<file path="src/rtl/mem_access_if.sv">
// Shared pipeline/bus types and the data-bus interface between the memory stage and the bus.
// The package lives here so the interface and the stage see the same definitions.
package mem_access_pkg;
   localparam int XLEN = 64;

   typedef logic [XLEN-1:0] word_t;

   typedef enum logic [4:0] {
      OP_ADD, OP_SUB, OP_AND, OP_OR, OP_XOR,
      OP_LB, OP_LH, OP_LW, OP_LD, OP_LBU, OP_LHU, OP_LWU,
      OP_SB, OP_SH, OP_SW, OP_SD
   } decoded_op_t;

   typedef enum logic [1:0] {MSIZE1, MSIZE2, MSIZE4, MSIZE8} msize_t;

   typedef struct packed {
      decoded_op_t op;
      logic        reg_write;
   } control_t;

   typedef struct packed {
      control_t    ctl;
      logic [4:0]  dst;
      logic [31:0] instr;
      word_t       aluout;
      word_t       rd;
      logic        csr_write;
      logic [11:0] csr_addr;
      word_t       csr_wdata;
   } exec_data_t;

   typedef struct packed {
      control_t    ctl;
      logic [4:0]  dst;
      logic [31:0] instr;
      word_t       result;
      logic        misalign;
      logic        csr_write;
      logic [11:0] csr_addr;
      word_t       csr_wdata;
   } mem_data_t;

   typedef struct packed {
      logic       valid;
      word_t      addr;
      msize_t     size;
      logic [7:0] strobe;
      word_t      data;
   } dbus_req_t;

   typedef struct packed {
      logic  addr_ok;
      logic  data_ok;
      word_t data;
   } dbus_resp_t;
endpackage

interface mem_access_if;
   import mem_access_pkg::*;

   dbus_req_t  dreq;
   dbus_resp_t dresp;

   modport master (output dreq, input dresp);
   modport slave  (input dreq, output dresp);
endinterface

</file>
<file path="src/rtl/mem_access.sv">
// Memory stage: issues aligned loads/stores on the data bus, aligns/extends load data,
// flags misaligned accesses and registers the result for writeback.
module mem_access
   import mem_access_pkg::*;
#(
   parameter int MAX_WAIT = 255
)
(
   input  logic       clk,
   input  logic       reset,
   input  logic       valid_in,
   input  exec_data_t dataE,
   mem_access_if.master dbus,
   output logic       stall,
   output logic       valid_out,
   output mem_data_t  dataM,
   output logic       bus_timeout
);

   localparam int WAIT_W = $clog2(MAX_WAIT + 1);

   typedef enum logic [1:0] {IDLE, REQ, DONE} state_t;

   state_t            state;
   logic [WAIT_W-1:0] wait_cnt;

   logic       is_mem;
   logic       is_load;
   logic       misaligned;
   logic       issue;
   logic       complete;
   msize_t     size;
   logic [2:0] offset;
   logic [5:0] shamt;
   logic [7:0] strobe_base;
   word_t      raw;
   word_t      load_result;
   mem_data_t  next_dataM;
   logic       unused_addr_ok;

   // The request is fire-and-hold until data_ok, so address acceptance carries no extra meaning here.
   assign unused_addr_ok = dbus.dresp.addr_ok;

   assign offset = dataE.aluout[2:0];
   assign shamt  = {offset, 3'b000};

   always_comb begin
      is_mem      = 1'b1;
      is_load     = 1'b1;
      size        = MSIZE1;
      case (dataE.ctl.op)
         OP_LB, OP_LBU: size = MSIZE1;
         OP_LH, OP_LHU: size = MSIZE2;
         OP_LW, OP_LWU: size = MSIZE4;
         OP_LD:         size = MSIZE8;
         OP_SB: begin is_load = 1'b0; size = MSIZE1; end
         OP_SH: begin is_load = 1'b0; size = MSIZE2; end
         OP_SW: begin is_load = 1'b0; size = MSIZE4; end
         OP_SD: begin is_load = 1'b0; size = MSIZE8; end
         default: begin is_mem = 1'b0; is_load = 1'b0; end
      endcase

      misaligned  = 1'b0;
      strobe_base = 8'h01;
      case (size)
         MSIZE1: begin misaligned = 1'b0;             strobe_base = 8'h01; end
         MSIZE2: begin misaligned = offset[0];        strobe_base = 8'h03; end
         MSIZE4: begin misaligned = |offset[1:0];     strobe_base = 8'h0F; end
         MSIZE8: begin misaligned = |offset;          strobe_base = 8'hFF; end
         default: begin misaligned = 1'b0;            strobe_base = 8'h01; end
      endcase
   end

   assign issue    = (state == IDLE) && valid_in && is_mem && !misaligned;
   assign complete = ((state == IDLE) && valid_in && !issue) ||
                     ((state == REQ) && dbus.dresp.data_ok);

   // Request fields come straight from dataE, which upstream holds steady while we stall.
   always_comb begin
      dbus.dreq       = '0;
      dbus.dreq.valid = issue || (state == REQ);
      dbus.dreq.addr  = dataE.aluout;
      dbus.dreq.size  = size;
      if (is_mem && !is_load) begin
         dbus.dreq.strobe = strobe_base << offset;
         dbus.dreq.data   = dataE.rd << shamt;
      end
   end

   // A new instruction arriving in DONE waits one cycle so the bus sees a fresh request.
   assign stall = issue ||
                  ((state == REQ) && !dbus.dresp.data_ok) ||
                  ((state == DONE) && valid_in);

   always_comb begin
      raw = dbus.dresp.data >> shamt;
      case (dataE.ctl.op)
         OP_LB:   load_result = {{56{raw[7]}},  raw[7:0]};
         OP_LBU:  load_result = {56'd0,         raw[7:0]};
         OP_LH:   load_result = {{48{raw[15]}}, raw[15:0]};
         OP_LHU:  load_result = {48'd0,         raw[15:0]};
         OP_LW:   load_result = {{32{raw[31]}}, raw[31:0]};
         OP_LWU:  load_result = {32'd0,         raw[31:0]};
         OP_LD:   load_result = raw;
         default: load_result = '0;
      endcase

      next_dataM           = '0;
      next_dataM.ctl       = dataE.ctl;
      next_dataM.dst       = dataE.dst;
      next_dataM.instr     = dataE.instr;
      next_dataM.csr_write = dataE.csr_write;
      next_dataM.csr_addr  = dataE.csr_addr;
      next_dataM.csr_wdata = dataE.csr_wdata;
      next_dataM.misalign  = is_mem && misaligned;
      next_dataM.result    = (!is_mem || misaligned) ? dataE.aluout : load_result;
   end

   // Stage FSM, writeback register and bus wait watchdog.
   always_ff @(posedge clk) begin
      if (reset) begin
         state       <= IDLE;
         valid_out   <= 1'b0;
         dataM       <= '0;
         wait_cnt    <= '0;
         bus_timeout <= 1'b0;
      end else begin
         valid_out   <= complete;
         bus_timeout <= 1'b0;
         if (complete) begin
            dataM <= next_dataM;
         end
         case (state)
            IDLE: begin
               if (issue) begin
                  state <= REQ;
               end
            end
            REQ: begin
               if (dbus.dresp.data_ok) begin
                  state    <= DONE;
                  wait_cnt <= '0;
               end else if (wait_cnt != WAIT_W'(MAX_WAIT)) begin
                  wait_cnt    <= wait_cnt + WAIT_W'(1);
                  bus_timeout <= (wait_cnt == WAIT_W'(MAX_WAIT - 1));
               end
            end
            DONE:    state <= IDLE;
            default: state <= IDLE;
         endcase
      end
   end

endmodule

</file>
<file path="src/flat_wrapper.sv">
// flat-port wrapper written by rule: the top's interface ports become plain ports
module mem_access_flat import mem_access_pkg::*;
#(
   parameter int MAX_WAIT = 255
)
  (clk, reset, valid_in, dataE, stall, valid_out, dataM, bus_timeout, dbus_dreq, dbus_dresp);
  mem_access_if dbus_i ();
  input  logic clk;
  input  logic reset;
  input  logic valid_in;
  input  exec_data_t dataE;
  output logic stall;
  output logic valid_out;
  output mem_data_t dataM;
  output logic bus_timeout;
  output wire logic [$bits(dbus_i.dreq)-1:0] dbus_dreq;
  input wire logic [$bits(dbus_i.dresp)-1:0] dbus_dresp;
  assign dbus_dreq = dbus_i.dreq;
  assign dbus_i.dresp = dbus_dresp;
  mem_access #(.MAX_WAIT(MAX_WAIT)) u_core (.clk(clk), .reset(reset), .valid_in(valid_in), .dataE(dataE), .dbus(dbus_i), .stall(stall), .valid_out(valid_out), .dataM(dataM), .bus_timeout(bus_timeout));
endmodule
</file>
<file path="config.mk">
export PLATFORM = sky130hd
export DESIGN_NAME = mem_access_flat
export DESIGN_NICKNAME = d
export VERILOG_FILES = /design/src/rtl/mem_access_if.sv /design/src/rtl/mem_access.sv /design/src/flat_wrapper.sv
export SDC_FILE = /design/constraint.sdc
export NUM_CORES = 1
export LEC_CHECK = 0
export BUFFER_PORTS_ARGS = -buffer_cell sky130_fd_sc_hd__buf_2
export CAP_MARGIN = 15
export CORE_AREA = 2 2 254 256
export CTS_CLUSTER_SIZE = 8
export DETAILED_ROUTE_END_ITERATION = 6
export DIE_AREA = 0 0 256 258
export GPL_ROUTABILITY_DRIVEN = 0
export PLACE_DENSITY = 0.39
export SETUP_SLACK_MARGIN = 0.05
export SLEW_MARGIN = 25
export SYNTH_ARGS = -nofsm -noshare
export SYNTH_HDL_FRONTEND = slang
export SYNTH_SLANG_ARGS = --single-unit
</file>
<file path="constraint.sdc">
create_clock -name clk -period 4.45 [get_ports clk]
set_input_delay 0.89 -clock clk [delete_from_list [all_inputs] [get_ports clk]]
set_output_delay 0.89 -clock clk [all_outputs]
set_load 0.01 [all_outputs]
</file>
# After elaboration in Yosys (flattened, before gate mapping)
# Cells that the tools add are included.
# word_totals
regBits,197
latchBits,0
ramBits,0
rom_bits,0
out_inout_bits,327
word_cells,84
memories,0
# classes
n_addsub,1
mul,0
n_div,0
n_lt_le_gt_ge,0
eq_ne,20
shift,3
mux,13
bitwise_logic,2
reduce_logical,32
# ops
operator,count
$pmux W64 S7,1
$mux W72,1
$mux W64,1
$shl A64 B6 Y64,1
$shr A64 B6 Y64,1
$eq A5 B4 Y1 const B,8
$pmux W8 S4,1
$mux W8,2
$eq A5 B3 Y1 const B,3
$reduce_or A11 Y1,1
$logic_and A1 B1 Y1,9
$reduce_or A3 Y1,3
$add A8 B1 Y8 const B,1
$eq A8 B8 Y1 const B,1
$ne A8 B8 Y1 const B,1
$shl A8 B3 Y8,1
$reduce_or A7 Y1,1
$eq A2 B2 Y1 const B,3
$pmux W2 S3,1
$logic_not A1 Y1,5
$logic_or A1 B1 Y1,5
$eq A2 B1 Y1 const B,2
$logic_not A2 Y1,2
$mux W2,2
10 further kinds,14

# Logic depth before layout (Yosys ltp)
# Gate-level depths: netlist of run 1.
# logic_depth
ltp_word,10
mapped_depth,11

# Least setup slack after synthesis of run 1
# Ideal clock, no wire load.
# synth_timing
path_kind,input to output
startpoint,input port dataE[142] (netlist name)
endpoint,output port dbus_dreq[68]
arrival_time_ns,3.105
required_ns,3.560
slack_ns,0.455
path_stages,9
n_path_buf,7
cell_sequence,buf_2 -> clkbuf_1 -> buf_2 -> buf_2 -> buf_1 -> buf_2 -> clkbuf_1 -> nor2_1 -> o31ai_1
# synth_between
elab_chain_len,2
# synth_lines
element,line_no,source
from (decl),flat_wrapper.sv:11,input exec_data_t dataE;
$shl A8 B3 Y8,mem_access.sv:85,dbus.dreq.strobe = strobe_base << offset;
$mux W72,mem_access.sv:84,if (is_mem && !is_load) begin
to (decl),flat_wrapper.sv:16,output wire logic [$bits(dbus_i.dreq)-1:0] dbus_dreq;
# No other way between the ends.

# Worst setup path after layout of run 1
# layout_timing
startpoint,input port dataE[246] (netlist name)
endpoint,output port stall
# layout_between
elab_chain_len,9
elab_cells_between_ends,27
cone_classes,eq/ne: 14; mux: 3; reduce/logical: 10
# layout_lines
element,line_no,source
$eq A5 B4 Y1 or $eq A5 B3 Y1 (tied branches),mem_access.sv:51,case (dataE.ctl.op)
$reduce_or A3 Y1 (no source line) or $reduce_or A2 Y1 (tied branches),--,
$pmux W2 S3,mem_access.sv:51,
$eq A2 B2 Y1 (tied with other cells),mem_access.sv:65,case (size)
$pmux W1 S4,mem_access.sv:65,
$logic_not A1 Y1,mem_access.sv:74,assign issue = (state == IDLE) && valid_in && is_mem && !misaligned;
$logic_and A1 B1 Y1 *,mem_access.sv:74,
$logic_or A1 B1 Y1 *,mem_access.sv:91,assign stall = issue ||
$logic_or A1 B1 Y1 *,mem_access.sv:92,((state == REQ) && !dbus.dresp.data_ok) ||
to (decl),flat_wrapper.sv:12,output logic stall;
# Every way passes the cells marked *; elsewhere a longest branch is shown, timed or not.

==> results of run 1 <==
## sequential cells by signal, summed over array words and instances, names as in the netlist
register	count
u_core.bus_timeout	1
u_core.dataM	185
u_core.state	2
u_core.valid_out	1
u_core.wait_cnt	8
## layer usage
layer | GRT usage [%] | part of all wire, % | vias up
met3 | 4.15 | 6.0 | 53
met5 | 0 | 0.14 | -
li1 | - | - | 5977
met4 | 4.74 | 1.6 | 12
met2 | 29.4 | 49 | 460
met1 | 22.3 | 44 | 5983
## cells by family after synthesis
family	Yosys count	synth area share (%)
compound gates	412	26.3
simple gates	392	14.9
buf+inv	212	9.50
flops	197	33.2
mux	157	15.4
xor+xnor	6	0.443
fa+ha+maj	2	0.211
## where the power goes
part / total, W / internal (W) / switching, W
logic: 0.00146 / 0.000606 / 0.000854
clock network: 0.00171 / 0.000791 / 0.000920
registers: 0.00202 / 0.00193 / 0.0000843
## final cells by class
cell class	count	area (um^2)	area share [%]
Multi-Input combinational cell	969	6900	42.5
Sequential cell	197	3940	24.3
Timing Repair Buffer	676	3570	22.0
Tap cell	855	1070	6.59
Clock buffer	17	425	2.62
Clock inverter	15	213	1.31
Inverter	16	60.1	0.370
Antenna cell	16	40.0	0.247
## through the flow
stage               area, um^2  worst slack (ns)
global route             16200             0.310
floorplan                11900             0.455
detailed placement       15500             0.437
finish                   16200             0.431
CTS                      16200             0.431
global placement         15500             0.294
## worst max-delay path, cell delays in order
cell      delay, ns
buf_2          0.31
or4b_2         0.67
a31oi_2        0.41
o311ai_2       0.18
nand2_1        0.27
o21ai_0        0.11
o21ai_0        0.09
buf_2          0.19
## worst max path at each step
| stage | slack, ns | end | startpoint | depth (start not counted) |
|---|---|---|---|---|
| global route | 0.31 | stall | dataE[246] | 8 |
| global placement | 0.29 | u_core.dataM[101] | dataE[243] | 7 |
| finish | 0.43 | stall | dataE[246] | 8 |
| CTS | 0.43 | stall | dataE[246] | 8 |
| detailed placement | 0.44 | stall | dataE[246] | 8 |
| floorplan | 0.46 | dbus_dreq[68] | dataE[142] | 9 |
## placed cells by master (no fill, tap or decap), types with 4 or more instances in the layout
master       n
buf_2      639
dfxtp_1    197
nand2_1    139
nor2_1     122
a22o_1     118
mux2i_1    102
o21ai_0     64
nor2b_1     49
a21oi_1     39
mux2_2      38
a21o_1      36
a311oi_1    35
a211oi_1    33
buf_4       28
nand2b_1    23
nand3_1     20
mux4_2      17
clkbuf_16   17
diode_2     16
inv_1       14
a2bb2oi_1   14
nor3_1      12
o22ai_1     11
a211oi_2    10
and2_1       9
a22oi_1      8
o211ai_1     7
a31oi_1      6
o31ai_1      5
clkinv_8     5
buf_12       5
or3_1        4
a32o_1       4
==> results.tsv, run 1 <==
metric	value	unit
status	complete, no violations	
synth_nets	1697	
die_x	256	um
place_inst	2712	
yosys_register_bits	197	
nFillCells	7021	
cts_resized	0	
via_count	12500	
final-setup-viol-count	0	
final.setup.tns	0	ns
finalCriticalPeriod	4.02	ns
ctsHoldBuffers	0	
crit_arrival	3.13	ns
hold_start	u_core.dataM[48]	
postRouteAntennaNets	0	
rsz0062_at_grt	no	
r2r-end	u_core.dataM[71]	
synth_ff_type	dfxtp_1	
power_density	320	mW/mm^2
worstMarginPinSlew	0.989	ns
cts-buffers-inserted	17	
area_growth	36.6	%
synth.avg_cell_area	8.62	um^2
gr-total-overflow	0	
ys_top_cells_by_area	dfxtp_1 (33%), a22o_1 (8.7%), mux2i_1 (8.6%), nand2_1 (4.4%), buf_4 (4.2%)	
rows	93	
postLayoutCoreUtil	25.5	%
ys_warn_count	0	
synth_top_area_cell	dfxtp_1	
port_buffers	642	
antenna_found_initial	22	
drive_above_1_share	41.7	%
root_buffer	clkbuf_16	
final_max_slew_viol_count	0	
drcViolationCount	0	
ys_async_sr_fraction	0	%
rrSetupSlack	2.14	ns
p_leak	7.40	nW
cts.clk_slew.worst_paths	0.08	ns
seq_area_frac_synth	33.2	%
vias_per_cell	4.52	
max-cap-violations	0	
die_h	258	um
synth_top_area_share	33.2	%
reg2reg_depth	5	
reg2reg_from	u_core.state[0]	
grt_pass1_vias	12100	
netlist-cell-type-count	60	
clock_sinks	197	
cp-start-kind	primary input	
grt_max_degree	101	
critical_path_required	3.56	ns
drt_wl_total	60500	um
dp_hpwl	48400	um
cts_tree	built	
wl_per_cell	21.9	um
hp-class	reg -> reg	
whs_path_depth	1	
dr.first_iter.drc_count	851	
h-tree-depth	4	
hold_slack	0.472	ns
syn_area	0.0119	mm^2
hold_viol_final	0	
core	0.0636	mm^2
endpoint_kind	primary output	
finalClockSkew	0.0165	ns
min_period_over_period	90.3	%
synth_edf_count	0	
synth_cells	1378	
synthTopCellsByCount	dfxtp_1 (197), nand2_1 (139), nor2_1 (122)	
grt_usage	17.5	%
total_power	0.00519	W
start_util	18.7	%
path_class	in -> out	
drt-pass1-iter-count	5	
clock_latency	0.47	ns
vdd_drop_max	0.240	mV
io_pins	644	
grt_pass1_wl	85400	um
fmax	249	MHz
crit_path_max_fanout	19	
relSlewSlack	33.9	%
whs_endpoint	u_core.dataM[48]	
post_cts_buffers	0	
fin_cells	2761	
yosysMostFrequentCell	dfxtp_1	
cts_buffer_depth	2	
fin_nets	2196	
die-area	0.0660	mm^2
No activity file was read; power rests on OpenSTA's default activity.
==> run 2: changes to the inputs <==
--- a/config.mk
+++ b/config.mk
@@ -5,14 +5,15 @@
 export SDC_FILE = /design/constraint.sdc
 export NUM_CORES = 1
 export LEC_CHECK = 0
+export ABC_AREA = 1
 export BUFFER_PORTS_ARGS = -buffer_cell sky130_fd_sc_hd__buf_2
 export CAP_MARGIN = 15
-export CORE_AREA = 2 2 254 256
+export CORE_AREA = 2 2 253 255
 export CTS_CLUSTER_SIZE = 8
 export DETAILED_ROUTE_END_ITERATION = 6
-export DIE_AREA = 0 0 256 258
+export DIE_AREA = 0 0 255 257
 export GPL_ROUTABILITY_DRIVEN = 0
-export PLACE_DENSITY = 0.39
+export PLACE_DENSITY = 0.41
 export SETUP_SLACK_MARGIN = 0.05
 export SLEW_MARGIN = 25
 export SYNTH_ARGS = -nofsm -noshare
==> run 2 against run 1 <==
Against the previous run: the run now ends with DRC left; combinational power grew 3%; first-iteration DRC count grew 39%; clock power is essentially flat; critical path depth grew 2; maximum frequency grew 7.0%; setup slack gained 0.26 ns; non-clock buffer count shrank 6; via count grew 26%.
==> results.tsv, run 2 <==
metric	value	unit	change
ys_async_sr_fraction	0	%	unchanged
root_buffer	clkbuf_16		
seq_area_frac_synth	30.8	%	-2.4 points
fin_nets	2997		+36%
place_ws	0.389	ns	-0.0488 ns
endpoint_kind	primary output		
largest-register	u_core.dataM		
finalClockSkew	0.0173	ns	+0.000792 ns
grt_usage	18.5	%	+1.1 points
multi_input_area	0.00709	mm^2	+2.8%
wl_per_cell	18.0	um	-18%
core	0.0627	mm^2	-1.4%
hp-class	reg -> reg		
vias_per_cell	4.44		-1.8%
start_util	20.4	%	+1.7 points
hold_viol_final	0		unchanged
status	finished with violations		
whs_path_depth	2		+1
switching_power	0.00196	W	+5.7%
syn_area	0.0128	mm^2	+7.7%
synth_edf_count	0		unchanged
cts_resized	0		unchanged
drt_wl_total	63700	um	+5.3%
synthTopCellsByCount	nand2_1 (859), nand3_1 (316), nor2_1 (235)		
rows	92		-1.1%
die_x	255	um	-0.39%
synth_nets	2528		+49%
worst_slack	0.693	ns	+0.262 ns
final-setup-viol-count	0		unchanged
max-cap-violations	0		unchanged
use_met3	3.78	%	-0.37 points
r2r-end	u_core.dataM[138]		
crit_arrival	2.87	ns	-0.26 ns
vdd_drop_max	0.202	mV	-16%
cts_tree	built		
ys_top_cells_by_area	dfxtp_1 (31%), nand2_1 (25%), nand3_1 (12%), nor2_1 (6.9%), buf_4 (4.6%)		
grt_pass1_wl	92000	um	+7.8%
seqPwrFrac	38.3	%	-0.6 points
grt_max_degree	121		+20%
final.setup.tns	0	ns	unchanged
nFillCells	7239		+3.1%
final_common_cell	nand2_1		
grt_busiest_layer	met2		
critical_path_required	3.56	ns	about the same
hold_start	u_core.dataM[35]		
reg2reg_depth	10		+5
path_class	in -> out		
area_growth	31.5	%	
worstMarginPinSlew	0.973	ns	-0.0153 ns
grt_util_met1	22.9	%	+0.60 points
yosysMostFrequentCell	nand2_1		
whs_endpoint	u_core.dataM[35]		
layout_common_cells	nand2_1 (859), buf_2 (640), nand3_1 (316)		
drive_above_1_share	27.1	%	-15 points
gr-total-overflow	0		unchanged
clock_latency	0.49	ns	+0.02 ns
relSlewSlack	35.0	%	+1.1 points
clock_sinks	197		unchanged
fin_cells	3542		+28%
finalCriticalPeriod	3.76	ns	-0.262 ns
synth_cells	2209		+60%
hold_slack	0.446	ns	-0.0262 ns
rsz0062_at_grt	no		
yosys_register_bits	197		unchanged
port_buffers	642		unchanged
power.share.clock	32.9	%	about the same
die-area	0.0655	mm^2	-0.78%
p_leak	9.63	nW	+30%
cp-start-kind	primary input		
drcViolationCount	1		+1
register_area	0.00394	mm^2	unchanged
cts_buffer_depth	2		unchanged
dp_hpwl	49200	um	+1.8%
post_cts_buffers	0		unchanged
top_regs	u_core.dataM (185), u_core.wait_cnt (8), u_core.state (2)		
fmax	266	MHz	+7.0%
p_int	0.00329	W	-1.3%
synth_ff_type	dfxtp_1		
rrSetupSlack	2.13	ns	about the same
synth_top_area_cell	dfxtp_1		
die_h	257	um	-0.39%
drt-pass1-iter-count	7		+2
ctsHoldBuffers	0		unchanged
largest_register_ffs	185		unchanged
io_pins	644		unchanged
postRouteAntennaNets	0		unchanged
synth_top_area_share	30.8	%	-2.4 points
grt_pass1_vias	14600		+20%
power_density	312	mW/mm^2	-2.4%
h-tree-depth	4		unchanged
cts.clk_slew.worst_paths	0.08	ns	about the same
final_max_slew_viol_count	0		unchanged
crit_path_max_fanout	26		+7
netlist-cell-type-count	35		-42%
synth.avg_cell_area	5.79	um^2	-33%
cts-buffers-inserted	17		unchanged
violations	DRC		
total_power	0.00525	W	+1.2%
ys_warn_count	0		unchanged
dr.first_iter.drc_count	1179		+39%
place_inst	3505		+29%
antenna_found_initial	11		-50%
switching_share	37.4	%	+1.6 points
grt_use_met2	32.4	%	+3.0 points
via_count	15700		+26%
reg2reg_from	u_core.state[0]		
min_period_over_period	84.4	%	-5.9 points
pwr-share-comb	28.8	%	+0.7 points
==> run 2: kinds of logic after synthesis <==
| group | after synthesis | synth area share (%) |
|---|---|---|
| AO/OA/AOI/OAI | 194 | 8.78 |
| XOR/XNOR | 4 | 0.274 |
| AND/OR/NAND/NOR | 1439 | 46.0 |
| adder cells (fa/ha/maj) | 2 | 0.196 |
| flip-flops | 197 | 30.8 |
| buffers and inverters | 373 | 13.9 |
==> run 2: worst max path at each step <==
stage | start | to
2_1_floorplan | dataE[142] | dbus_dreq[35]
3_3_place_gp | dataE[141] | u_core.dataM[133]
3_5_place_dp | dataE[141] | u_core.dataM[138]
4_1_cts | dataE[141] | dbus_dreq[138]
5_1_grt | dataE[141] | dbus_dreq[138]
6_report | dataE[141] | dbus_dreq[138]
==> run 2: worst max-delay path, stage by stage <==
cell and delay [ns]:
buf_4 0.20, nor2_2 0.32, inv_1 0.27, nand2_1 0.15, nand2_1 0.05, nor2_1 0.09, buf_4 0.22, nand2_2 0.18
o31ai_1 0.30, buf_2 0.19
==> run 2: layout make-up <==
cell class	instances	share of cell area, %
diodes	5	0.0744
repair buffers	670	20.8
inverters	153	3.45
clock buffers	17	2.53
flip-flops and latches	197	23.4
multi-input cells	1639	42.2
clock inverters	15	1.29
well taps	846	6.29
==> run 2: power by group through the flow <==
stage / registers, W / clock network, W / logic (W)
finish: 0.00201 / 0.00173 / 0.00151
floorplan: 0.00213 / 0 / 0.000815
CTS: 0.00201 / 0.00182 / 0.00154
global placement: 0.00205 / 0 / 0.00153
global route: 0.00204 / 0.00188 / 0.00169
detailed placement: 0.00206 / 0 / 0.00153
==> run 2: routing by layer <==
metal  routed length, um  share of wire, %
met1               26500                42
met2               31200                49
met3                4870               7.7
met4                1070               1.7
met5                  50             0.079
==> run 2: through the flow <==
stage / area (um^2) / utilization, %
6_report: 16800 / 26.8
2_1_floorplan: 12800 / -
4_1_cts: 16800 / 26.8
3_3_place_gp: 16200 / 25.8
3_5_place_dp: 16200 / 25.8
5_1_grt: 16800 / 26.8
==> run 3: changes to the inputs <==
--- a/config.mk
+++ b/config.mk
@@ -8,12 +8,12 @@
 export ABC_AREA = 1
 export BUFFER_PORTS_ARGS = -buffer_cell sky130_fd_sc_hd__buf_2
 export CAP_MARGIN = 15
-export CORE_AREA = 2 2 253 255
+export CORE_AREA = 2 2 252 254
 export CTS_CLUSTER_SIZE = 8
 export DETAILED_ROUTE_END_ITERATION = 6
-export DIE_AREA = 0 0 255 257
+export DIE_AREA = 0 0 254 256
 export GPL_ROUTABILITY_DRIVEN = 0
-export PLACE_DENSITY = 0.41
+export PLACE_DENSITY = 0.43
 export SETUP_SLACK_MARGIN = 0.05
 export SLEW_MARGIN = 25
 export SYNTH_ARGS = -nofsm -noshare
==> constraint.sdc (replaced) <==
create_clock -name clk -period 3.2 [get_ports clk]
set_input_delay 0.64 -clock clk [delete_from_list [all_inputs] [get_ports clk]]
set_output_delay 0.64 -clock clk [all_outputs]
set_load 0.01 [all_outputs]
==> run 3 against run 2 <==
Against the previous run: the flow now finishes without violations; utilization grew 0.71 points; largest power group unchanged; flip-flop and latch count did not move; register-to-register slack lost 0.92 ns; highest routed layer unchanged; critical path depth down 2; non-clock buffer count up 44; worst hold slack worse by 0.072 ns; wire length up 2.9%; first-iteration DRC count is 7.7% higher.
==> results.tsv, run 3 (synthesis results as in run 2) <==
metric	value	unit	change
cts_buffer_depth	2		unchanged
top_regs	u_core.dataM (185), u_core.wait_cnt (8), u_core.state (2)		
path_class	in -> out		
wl_per_cell	18.3	um	+1.7%
seqPwrFrac	39.0	%	+0.7 points
dr.first_iter.drc_count	1270		+7.7%
crit_arrival	2.29	ns	-0.58 ns
die_h	256	um	-0.39%
hold_start	dataE[231]		
cts.clk_slew.worst_paths	0.09	ns	about the same
cts-buffers-inserted	17		unchanged
grt_usage	19.5	%	+0.97 points
ctsHoldBuffers	0		unchanged
final-setup-viol-count	0		unchanged
r2r-end	u_core.dataM[41]		
path_cells	buf_2 -> nand2_1 -> nor2_2 -> inv_1 -> nor2_1 -> nand2_1 -> o22ai_1 -> buf_2		
crit_path_max_fanout	9		-65%
drcViolationCount	0		-1
switching_power	0.00265	W	+35%
critPathMaxStageDelay	0.36	ns	+0.04 ns
start_util	20.5	%	+0.11 points
via_count	15900		+1.3%
hold_slack	0.374	ns	-0.0719 ns
root_buffer	clkbuf_16		
drt_wl_total	65500	um	+2.9%
antenna_found_initial	17		+6
largest_register_ffs	185		unchanged
grt_max_degree	119		-1.7%
critical_path_required	2.56	ns	-1.00 ns
switching_share	37.0	%	-0.44 points
rsz0062_at_grt	no		
finalCriticalPeriod	2.93	ns	
total_power	0.00718	W	+37%
final.setup.tns	0	ns	unchanged
die_x	254	um	-0.39%
p_leak	9.85	nW	+2.3%
postRouteAntennaNets	0		unchanged
power.share.clock	30.8	%	-2.1 points
cts_resized	0		unchanged
grt_pass1_wl	95900	um	+4.3%
p_int	0.00452	W	+38%
io_pins	644		unchanged
post_cts_buffers	0		unchanged
status	complete, no violations		
drt-pass1-iter-count	5		-2
dp_hpwl	52300	um	+6.3%
slowest_stage	nand2_1		
hold_viol_final	0		unchanged
layout_common_cells	nand2_1 (859), buf_2 (640), nand3_1 (316)		
grt_pass1_vias	15200		+4.4%
hp-class	in -> reg		
rrSetupSlack	1.21	ns	-0.92 ns
drive_above_1_share	28.3	%	+1.2 points
whs_endpoint	u_core.dataM[168]		
gr-total-overflow	0		unchanged
fin_nets	3041		+1.5%
rows	92		unchanged
finalClockSkew	0.0212	ns	+0.00387 ns
final_common_cell	nand2_1		
relSlewSlack	48.3	%	+13 points
pwr-share-comb	30.2	%	+1.4 points
h-tree-depth	4		unchanged
area_growth	34.2	%	
clock_sinks	197		unchanged
endpoint_kind	primary output		
vdd_drop_max	0.321	mV	+59%
vias_per_cell	4.44		about the same
clock_latency	0.48	ns	about the same
reg2reg_depth	9		-1
worstMarginPinSlew	0.776	ns	-0.198 ns
die-area	0.0650	mm^2	-0.78%
fmax	342	MHz	
max-cap-violations	0		unchanged
cts_tree	built		
final_max_slew_viol_count	0		unchanged
core	0.0624	mm^2	-0.55%
cp-start-kind	primary input		
largest-register	u_core.dataM		
whs_path_depth	3		+1
reg2reg_from	u_core.state[1]		
postLayoutCoreUtil	27.5	%	+0.71 points
power_density	418	mW/mm^2	+34%
port_buffers	642		unchanged
min_period_over_period	91.5	%	
[run 3: final cells by class]
class                           instances  area (um^2)
Clock inverter                         14          153
Antenna cell                            5         12.5
Tap cell                              846         1060
Inverter                              153          579
Timing Repair Buffer                  714         3900
Sequential cell                       197         3940
Multi-Input combinational cell       1639         7090
Fill cell                            7211        45200
Clock buffer                           18          439
[run 3: worst max-delay path: cells and delay by family]
family,cells,cell delay (ns)
and+or+nand+nor,4,0.80
AOI/OAI and AO/OA,1,0.30
buffers and inverters,3,0.54
[run 3: metal layers]
metal | track usage, % | share of wire, % | up-vias
li1 | - | - | 7954
met1 | 23.0 | 41 | 7170
met2 | 34.6 | 49 | 723
met5 | 0 | 0.15 | -
met4 | 5.57 | 2.1 | 14
met3 | 5.00 | 8.0 | 76
[run 3: how the worst max path moves through the flow]
stage | start | endpoint | slack [ns]
detailed placement | dataE[247] | u_core.dataM[41] | 0.07
global placement | dataE[247] | u_core.dataM[60] | 0.10
finish | dataE[245] | dbus_dreq[33] | 0.27
CTS | dataE[247] | dbus_dreq[138] | 0.25
global route | dataE[245] | dbus_dreq[71] | 0.07
floorplan | dataE[142] | dbus_dreq[35] | 0.42
[run 3: through the flow]
stage	instances	worst slack, ns	cell area, um^2
after detailed placement	3549	0.0658	16600
final	3586	0.273	17200
after global routing	3583	0.0663	17200
after CTS	3581	0.252	17200
after floorplan	2209	0.421	12800
after global placement	3549	0.104	16600
[run 3: power groups by stage]
stage,Sequential (W),Combinational [W],Clock (W)
after global placement,0.00285,0.00220,0
after CTS,0.00280,0.00220,0.00232
after floorplan,0.00296,0.00113,0
after detailed placement,0.00286,0.00219,0
final,0.00280,0.00217,0.00221
after global routing,0.00283,0.00242,0.00241
